--- config.mk ---
export PLATFORM = sky130hd
export DESIGN_NAME = vector_load_unit
export DESIGN_NICKNAME = d
export VERILOG_FILES = /design/src/rtl/vector_load_unit.sv
export SDC_FILE = /design/constraint.sdc
export NUM_CORES = 1
export LEC_CHECK = 0
export ABC_AREA = 1
export BUFFER_PORTS_ARGS = -buffer_cell sky130_fd_sc_hd__clkbuf_2
export CAP_MARGIN = 30
export CORE_AREA = 3 3 252 254
export CTS_BUF_LIST = sky130_fd_sc_hd__clkbuf_16
export DETAILED_ROUTE_END_ITERATION = 7
export DIE_AREA = 0 0 255 257
export PLACE_DENSITY = 0.69
export RECOVER_POWER = 50
export SLEW_MARGIN = 0
export SYNTH_ARGS = -nofsm -noshare
export SYNTH_HDL_FRONTEND = slang
export SYNTH_SLANG_ARGS = --single-unit
--- constraint.sdc ---
create_clock -name clk -period 2.2 [get_ports clk]
set_input_delay 0.22 -clock clk [delete_from_list [all_inputs] [get_ports clk]]
set_output_delay 0.22 -clock clk [all_outputs]
set_load 0.1 [all_outputs]
--- src/rtl/vector_load_unit.sv ---
`default_nettype none
// ============================================================================
//  Module      : vector_load_unit
//  Description : Multi-cycle load stage feeding the register file write port.
//                Fetches one scalar word or LANES strided words, one per
//                memory handshake, into a lane buffer and issues a single
//                one-cycle write. Element i lands in lane LANES-1-i.
//  Options     : VLOAD_TIMEOUT_EN - abort a load after TIMEOUT consecutive
//                stall cycles on one word.
//  Revision    : 1.0 - initial release
// ============================================================================
module vector_load_unit #(
    parameter int LANES   = 16,
    parameter int DATA_W  = 32,
    parameter int ADDR_W  = 32,
    parameter int TIMEOUT = 64
) (
    input  logic                          clk,
    input  logic                          rst,
    input  logic                          start,
    input  logic                          is_vector,
    input  logic [ADDR_W-1:0]             base_addr,
    input  logic [ADDR_W-1:0]             stride,
    input  logic [3:0]                    dest_reg,
    output logic                          mem_req,
    output logic [ADDR_W-1:0]             mem_addr,
    input  logic [DATA_W-1:0]             mem_rdata,
    input  logic                          mem_valid,
    output logic                          busy,
    output logic                          done,
    output logic                          err,
    output logic                          we3,
    output logic [3:0]                    ra3,
    output logic [LANES-1:0][DATA_W-1:0]  wd3,
    output logic                          selec_v_s_w
);

    localparam int IDX_W = $clog2(LANES);

    typedef enum logic [1:0] {
        S_IDLE  = 2'd0,
        S_FETCH = 2'd1,
        S_WRITE = 2'd2
    } state_t;

    state_t                      state_q, state_d;
    logic [LANES-1:0][DATA_W-1:0] lanes_q, lanes_d;
    logic [IDX_W-1:0]            idx_q, idx_d;
    logic [ADDR_W-1:0]           addr_q, addr_d;
    logic [ADDR_W-1:0]           stride_q, stride_d;
    logic                        vec_q, vec_d;
    logic [3:0]                  dst_q, dst_d;
    logic                        rej_q, rej_d;     // rejected scalar-to-r15 request
    logic                        abort_w;
    logic                        last_w;
    logic [IDX_W-1:0]            lane_w;

    // A zero timeout would abort every stalled word immediately; nothing is
    // built here for a legal value.
    if (TIMEOUT < 1) begin : g_timeout_range
    end

`ifdef VLOAD_TIMEOUT_EN
    localparam int CNT_W = $clog2(TIMEOUT + 1);
    logic [CNT_W-1:0] wait_q, wait_d;

    // The abort fires on the stall cycle that would bring the counter to TIMEOUT.
    assign abort_w = (state_q == S_FETCH) && !mem_valid
                     && (wait_q == CNT_W'(TIMEOUT - 1));

    // Stall counter register.
    always_ff @(posedge clk or negedge rst) begin
        if (!rst) wait_q <= '0;
        else      wait_q <= wait_d;
    end
`else
    assign abort_w = 1'b0;
`endif

    // Element 0 goes to the top lane (scalar slot), element i to lane LANES-1-i.
    assign lane_w = IDX_W'(LANES - 1) - idx_q;
    assign last_w = vec_q ? (idx_q == IDX_W'(LANES - 1)) : (idx_q == '0);

    // Next-state and datapath updates.
    always_comb begin
        state_d  = state_q;
        lanes_d  = lanes_q;
        idx_d    = idx_q;
        addr_d   = addr_q;
        stride_d = stride_q;
        vec_d    = vec_q;
        dst_d    = dst_q;
        rej_d    = 1'b0;
`ifdef VLOAD_TIMEOUT_EN
        wait_d   = wait_q;
`endif
        case (state_q)
            S_IDLE: begin
                if (start) begin
                    if (!is_vector && (dest_reg == 4'hF)) begin
                        // r15 is the scalar slot of the vector file: refuse.
                        rej_d = 1'b1;
                    end else begin
                        vec_d    = is_vector;
                        dst_d    = dest_reg;
                        stride_d = stride;
                        addr_d   = base_addr;
                        lanes_d  = '0;
                        idx_d    = '0;
                        state_d  = S_FETCH;
`ifdef VLOAD_TIMEOUT_EN
                        wait_d   = '0;
`endif
                    end
                end
            end
            S_FETCH: begin
                if (mem_valid) begin
                    lanes_d[lane_w] = mem_rdata;
                    idx_d           = idx_q + 1'b1;
                    addr_d          = addr_q + stride_q;
`ifdef VLOAD_TIMEOUT_EN
                    wait_d          = '0;
`endif
                    if (last_w) state_d = S_WRITE;
                end else begin
`ifdef VLOAD_TIMEOUT_EN
                    if (abort_w) begin
                        wait_d  = '0;
                        state_d = S_IDLE;
                    end else begin
                        wait_d  = wait_q + 1'b1;
                    end
`endif
                end
            end
            S_WRITE: begin
                state_d = S_IDLE;
            end
            default: begin
                state_d = S_IDLE;
            end
        endcase
    end

    // State and datapath registers; reset abandons any load in flight.
    always_ff @(posedge clk or negedge rst) begin
        if (!rst) begin
            state_q  <= S_IDLE;
            lanes_q  <= '0;
            idx_q    <= '0;
            addr_q   <= '0;
            stride_q <= '0;
            vec_q    <= 1'b0;
            dst_q    <= '0;
            rej_q    <= 1'b0;
        end else begin
            state_q  <= state_d;
            lanes_q  <= lanes_d;
            idx_q    <= idx_d;
            addr_q   <= addr_d;
            stride_q <= stride_d;
            vec_q    <= vec_d;
            dst_q    <= dst_d;
            rej_q    <= rej_d;
        end
    end

    assign busy        = (state_q != S_IDLE);
    assign mem_req     = (state_q == S_FETCH);
    assign mem_addr    = mem_req ? addr_q : '0;
    assign we3         = (state_q == S_WRITE);
    assign ra3         = we3 ? dst_q : 4'd0;
    assign selec_v_s_w = we3 & vec_q;
    assign wd3         = we3 ? lanes_q : '0;
    assign done        = we3 | rej_q | abort_w;
    assign err         = rej_q | abort_w;

endmodule
`default_nettype wire

Word level (Yosys, flattened, before mapping) --
Index checks and enable logic that the tools add are counted.
Word-level totals: bits of input ports 105, output and inout bits 554, flip-flop bits (word level) 588, logic and storage cells 76
Cells by class: bitwise logic cells 3, $add $sub $neg 3, order comparisons 2, equality and inequality tests 8, mux-type cells 27, reduce and logical (&&, ||, !) cells 10
Operators with widths (number):
- 512-bit two-way mux | 4
- 512-bit one-hot mux with 2 select lines | 1
- 512-bit bitwise mux | 1
- 32-bit two-way mux | 5
- 32-bit demux with 4-bit select | 1
- 32-bit one-hot mux with 2 select lines | 1
- 32-bit adder | 1
- 4-bit two-way mux | 4
- 4-bit == test (second input constant) | 2
- 2-bit two-way mux | 4
- 4-bit one-hot mux with 2 select lines | 1
- 4-bit AND reduction | 2
- 4-bit by 5-bit < comparator with 1-bit output (second input constant) | 1
- 4-bit by 1-bit adder with 4-bit output (second input constant) | 1
- 4-bit by 1-bit >= comparator with 1-bit output (second input constant) | 1
- 4-bit logical NOT | 1
- 1-bit two-way mux | 4
- 2-bit by 1-bit inequality test with 1-bit output (second input constant) | 2
- 2-bit inequality test (second input constant) | 2
- 2-bit one-hot mux with 2 select lines | 1
- 2-bit nonzero test | 2
- 4-bit subtractor (first input constant) | 1
- 3-bit AND reduction | 1
- 2-bit by 1-bit == test with 1-bit output (second input constant) | 1
- 7 further kinds | 8

Depth between registers and ports, before layout --
word-level depth 8, gate-level depth with buffers 13, mapped depth without buffers 13

Worst setup path before layout --
Ideal clock, no wire load.
path kind register to output, from register state_q[0], to output wd3[281] (netlist bit), cell stages (with the launch flop) 8, slack -2.133 ns, arrival time 4.113 ns, cell sequence dfrtp_1 -> buf_4 -> nor2_1 -> clkinv_1 -> buf_2 -> clkbuf_1 -> clkbuf_1 -> nor2_1
RTL lines:
- start, declared | line 46 | state_t state_q, state_d;
- start signal, assigned | line 158 | state_q <= state_d;
- end, declared | line 34 | output logic [LANES-1:0][DATA_W-1:0] wd3,

==> results.txt <==
relative slew slack: 0.115
ranking of synthesized cells by area: dfrtp_1 53%, inv_1 9.7%, nor2_1 9.0%, nand2_1 8.8%, o22ai_1 6.3%
layout cells sized above 1: 0.359
Top Ports: 659
end of the worst hold path: addr_q[30]$_DFFE_PN0P_
critical path peak fanout: 8
largest net degree at the start of global routing: 99
Max VDD drop: 1.20 mV
delay-heaviest family, CP: buffers and inverters
Worst-path clk slew: 0.07 ns
root buffer cell: clkbuf_16
reg2reg end: lanes_q[382]$_DFFE_PN0P_
largest family of logic cells by synthesized area: simple AND/OR/NAND/NOR gates
Leak: 20.7 nW
R2R depth: 11
status: complete, but fails checks
WL/cell: 25.4 um
Routed Wire Length: 133 mm
cell taking the most area after synthesis: dfrtp_1
CP max-delay cell: dfrtp_2
Die Area: 0.0655 mm^2
synthesis warning total: 0
vias per cell: 5.67
Reg2Reg Launch Point: state_q[1]$_DFFE_PN0P_
Yosys reg bits: 588
gr usage total: 0.399
Design Power: 49.8 mW
Max Cap Viol: 0
worst setup margin: -0.296 ns
GR Overflow Total: 0
Slew Viols, Final: 0
hold path startpoint: base_addr[30]
count leader, synth: inv_1
DRT Pass-1 Iters: 6
mapped cell area: 0.0276 mm^2
Pwr Density: 1010 mW/mm^2
RSZ-0062 raised after global routing: yes
R2R Setup Slk: -0.20 ns
Via Count: 29649
XOR/XNOR Fraction of Synth Area: 0.00285
hold-critical path depth: 5
mux cell area share after synthesis: 0
Final Setup Violations: 630
Period Utilization, post-route: 1.13
Mean Syn Cell Area: 7.79 um^2
final hold slack: 0.0423 ns
Clock Skews: 0.0274 ns
vias in the first global route: 30722
Worst setup SP type: flop
Synthesized Nets: 3687
kind of critical path: flop to primary output
post-synthesis cell count: 3546
DR DRC count: 0
synth unique cells: 36
RD Place Congestion: 0.953
failing checks: setup timing
Seq/Total Area, Yosys: 0.533
nets: 4523
initial antenna violation count: 5
CP bufs+invs: 5
Vert. Die Dim: 257 um
first-pass GRT wire length: 196 mm
Post-Synth Simple-Gate Area: 0.197
insertion delay to the later sink of the worst-skew pair: 0.63 ns
Final Hold Vio Count: 0
CTS tree: yes
Fmax: 401 MHz
pre-CTS setup slack: 0.0291 ns
DPL Wire Length: 87.4 mm
Worst EP required: 1.98 ns
TritonCTS sink count: 588
crit-path cells: nor2_4 -> inv_16 -> buf_12 -> buf_16 -> buf_16 -> nor2_4 -> buf_12
crit path launch: state_q[0]$_DFFE_PN0P_
number of flops mapped to enable cells by yosys: 0
fraction of registers with async set/reset: 1.00
clock buffer depth: 3
main flop type after synthesis: dfrtp_1
adder-cell share of the synthesized area: 0.0166
Layout area overhead: 78.7%
Worst-Margin Slew: 1.33 ns
core area: 0.0615 mm^2
# rows: 91
min-delay worst type: input port to flop
initial DRC count: 2825
Num CTS Buffers: 60
CP endpoint kind: primary output
Crit path arrival time: 2.28 ns
Worst path max stage delay: 0.44 ns
Port Buffer Count: 658
Starting Density: 0.449
post-route ant nets: 0
commonest cells in the netlist: 712 x inv_1, 665 x nor2_1, 644 x nand2_1
Min Clock Period, post-route: 2.50 ns
Horiz. Die Dim: 255 um
compound-cell area share of the yosys netlist: 0.123
number of H-tree levels: 2
post-synth top area share: 0.533
per-layer routing:
| layer | part of all wire | global-route usage | up-vias |
|---|---|---|---|
| met3 | 0.11 | 0.113 | 569 |
| li1 | - | - | 12547 |
| met2 | 0.46 | 0.631 | 2115 |
| met5 | 0.000098 | 0 | - |
| met1 | 0.35 | 0.483 | 14416 |
| met4 | 0.078 | 0.245 | 2 |
power breakdown:
| group | internal [mW] | switching (mW) |
|---|---|---|
| Clock | 6.13 | 4.61 |
| Sequential | 12.3 | 0.835 |
| Combinational | 8.09 | 17.8 |
worst reg2reg max path, cell delays in order, from the launching register on:
cell and delay, ns:
dfrtp_1 0.39, inv_4 0.09, buf_4 0.13, nand2_2 0.09, inv_2 0.08, nand2_1 0.08
inv_2 0.29, buf_4 0.24, nand2_2 0.30, inv_2 0.33, nand2_1 0.15, o21ai_0 0.14
kinds of logic after synthesis:
kind of cell               Yosys count
and+or+nand+nor                   1396
DFF                                588
AOI/OAI and AO/OA                  595
buffers and inverters              922
adders and majority gates           36
xor gates and xnor gates             9
layout by cell type (no fill, tap or decap), types with 23 or more instances in the layout:
cell           netlist  final
o21ai_0            236    236
nor2_1             665    111
o22ai_1            276    276
clkbuf_16            0     64
inv_1              712    722
buf_12               0    600
nor2_4               0    512
ha_1                35     35
nor2_2               1     43
a21oi_1             34     30
clkbuf_2             2    111
dlygate4sd3_1        0     72
nand2_2             22     23
nand2_1            644    643
buf_16               0     30
o21ai_1             27     27
dfrtp_1            588    587
buf_4                4    102
nand3_1             45     45
inv_2               25     25
stage by stage:
step	instances	cell area [um^2]	util	setup TNS, ns
final	5227	49400	0.803	-112.14
after floorplan	3546	31500	-	-133.58
after global routing	5224	49400	0.803	-141.90
after global placement	4985	45000	0.732	0
after CTS	5206	49200	0.800	-102.00
after detailed placement	4985	45000	0.732	0
sequential cells by signal, indices dropped and copies added, names as in the netlist:
signal,cells
addr_q,32
lanes_q,512
idx_q,4
vec_q,1
stride_q,32
dst_q,4
err,1
state_q,2
area by class of cell:
type,instances,area [um^2]
diodes,5,12.5
clock buffers,60,1500
multi-input cells,2036,13400
well taps,790,988
flip-flops and latches,588,14700
fillers,3344,12100
clock inverters,52,515
repair inverters,1,20.0
inverters,738,2790
repair buffers,957,15400
how the worst max path moves through the flow:
stage / endpoint / slack (ns) / cells after the start
floorplan: wd3[394] / -0.96 / 7
global route: wd3[108] / -0.32 / 7
detailed placement: addr_q[25]$_DFFE_PN0P_ / 0.03 / 10
global placement: addr_q[25]$_DFFE_PN0P_ / 0.02 / 10
CTS: wd3[79] / -0.27 / 7
finish: wd3[108] / -0.30 / 7
timing repair:
| item | in CTS | in global routing |
|---|---|---|
| pin swaps | 53 | 23 |
| hold endpoints to repair | 324 | 0 |
| setup endpoints to repair | 548 | 620 |
| buffers inserted | 18 | 12 |
| gates cloned | 19 | 5 |
| resized for setup | 178 | 37 |
| hold buffers | 72 | 0 |
(Power assumes the default switching activity.)
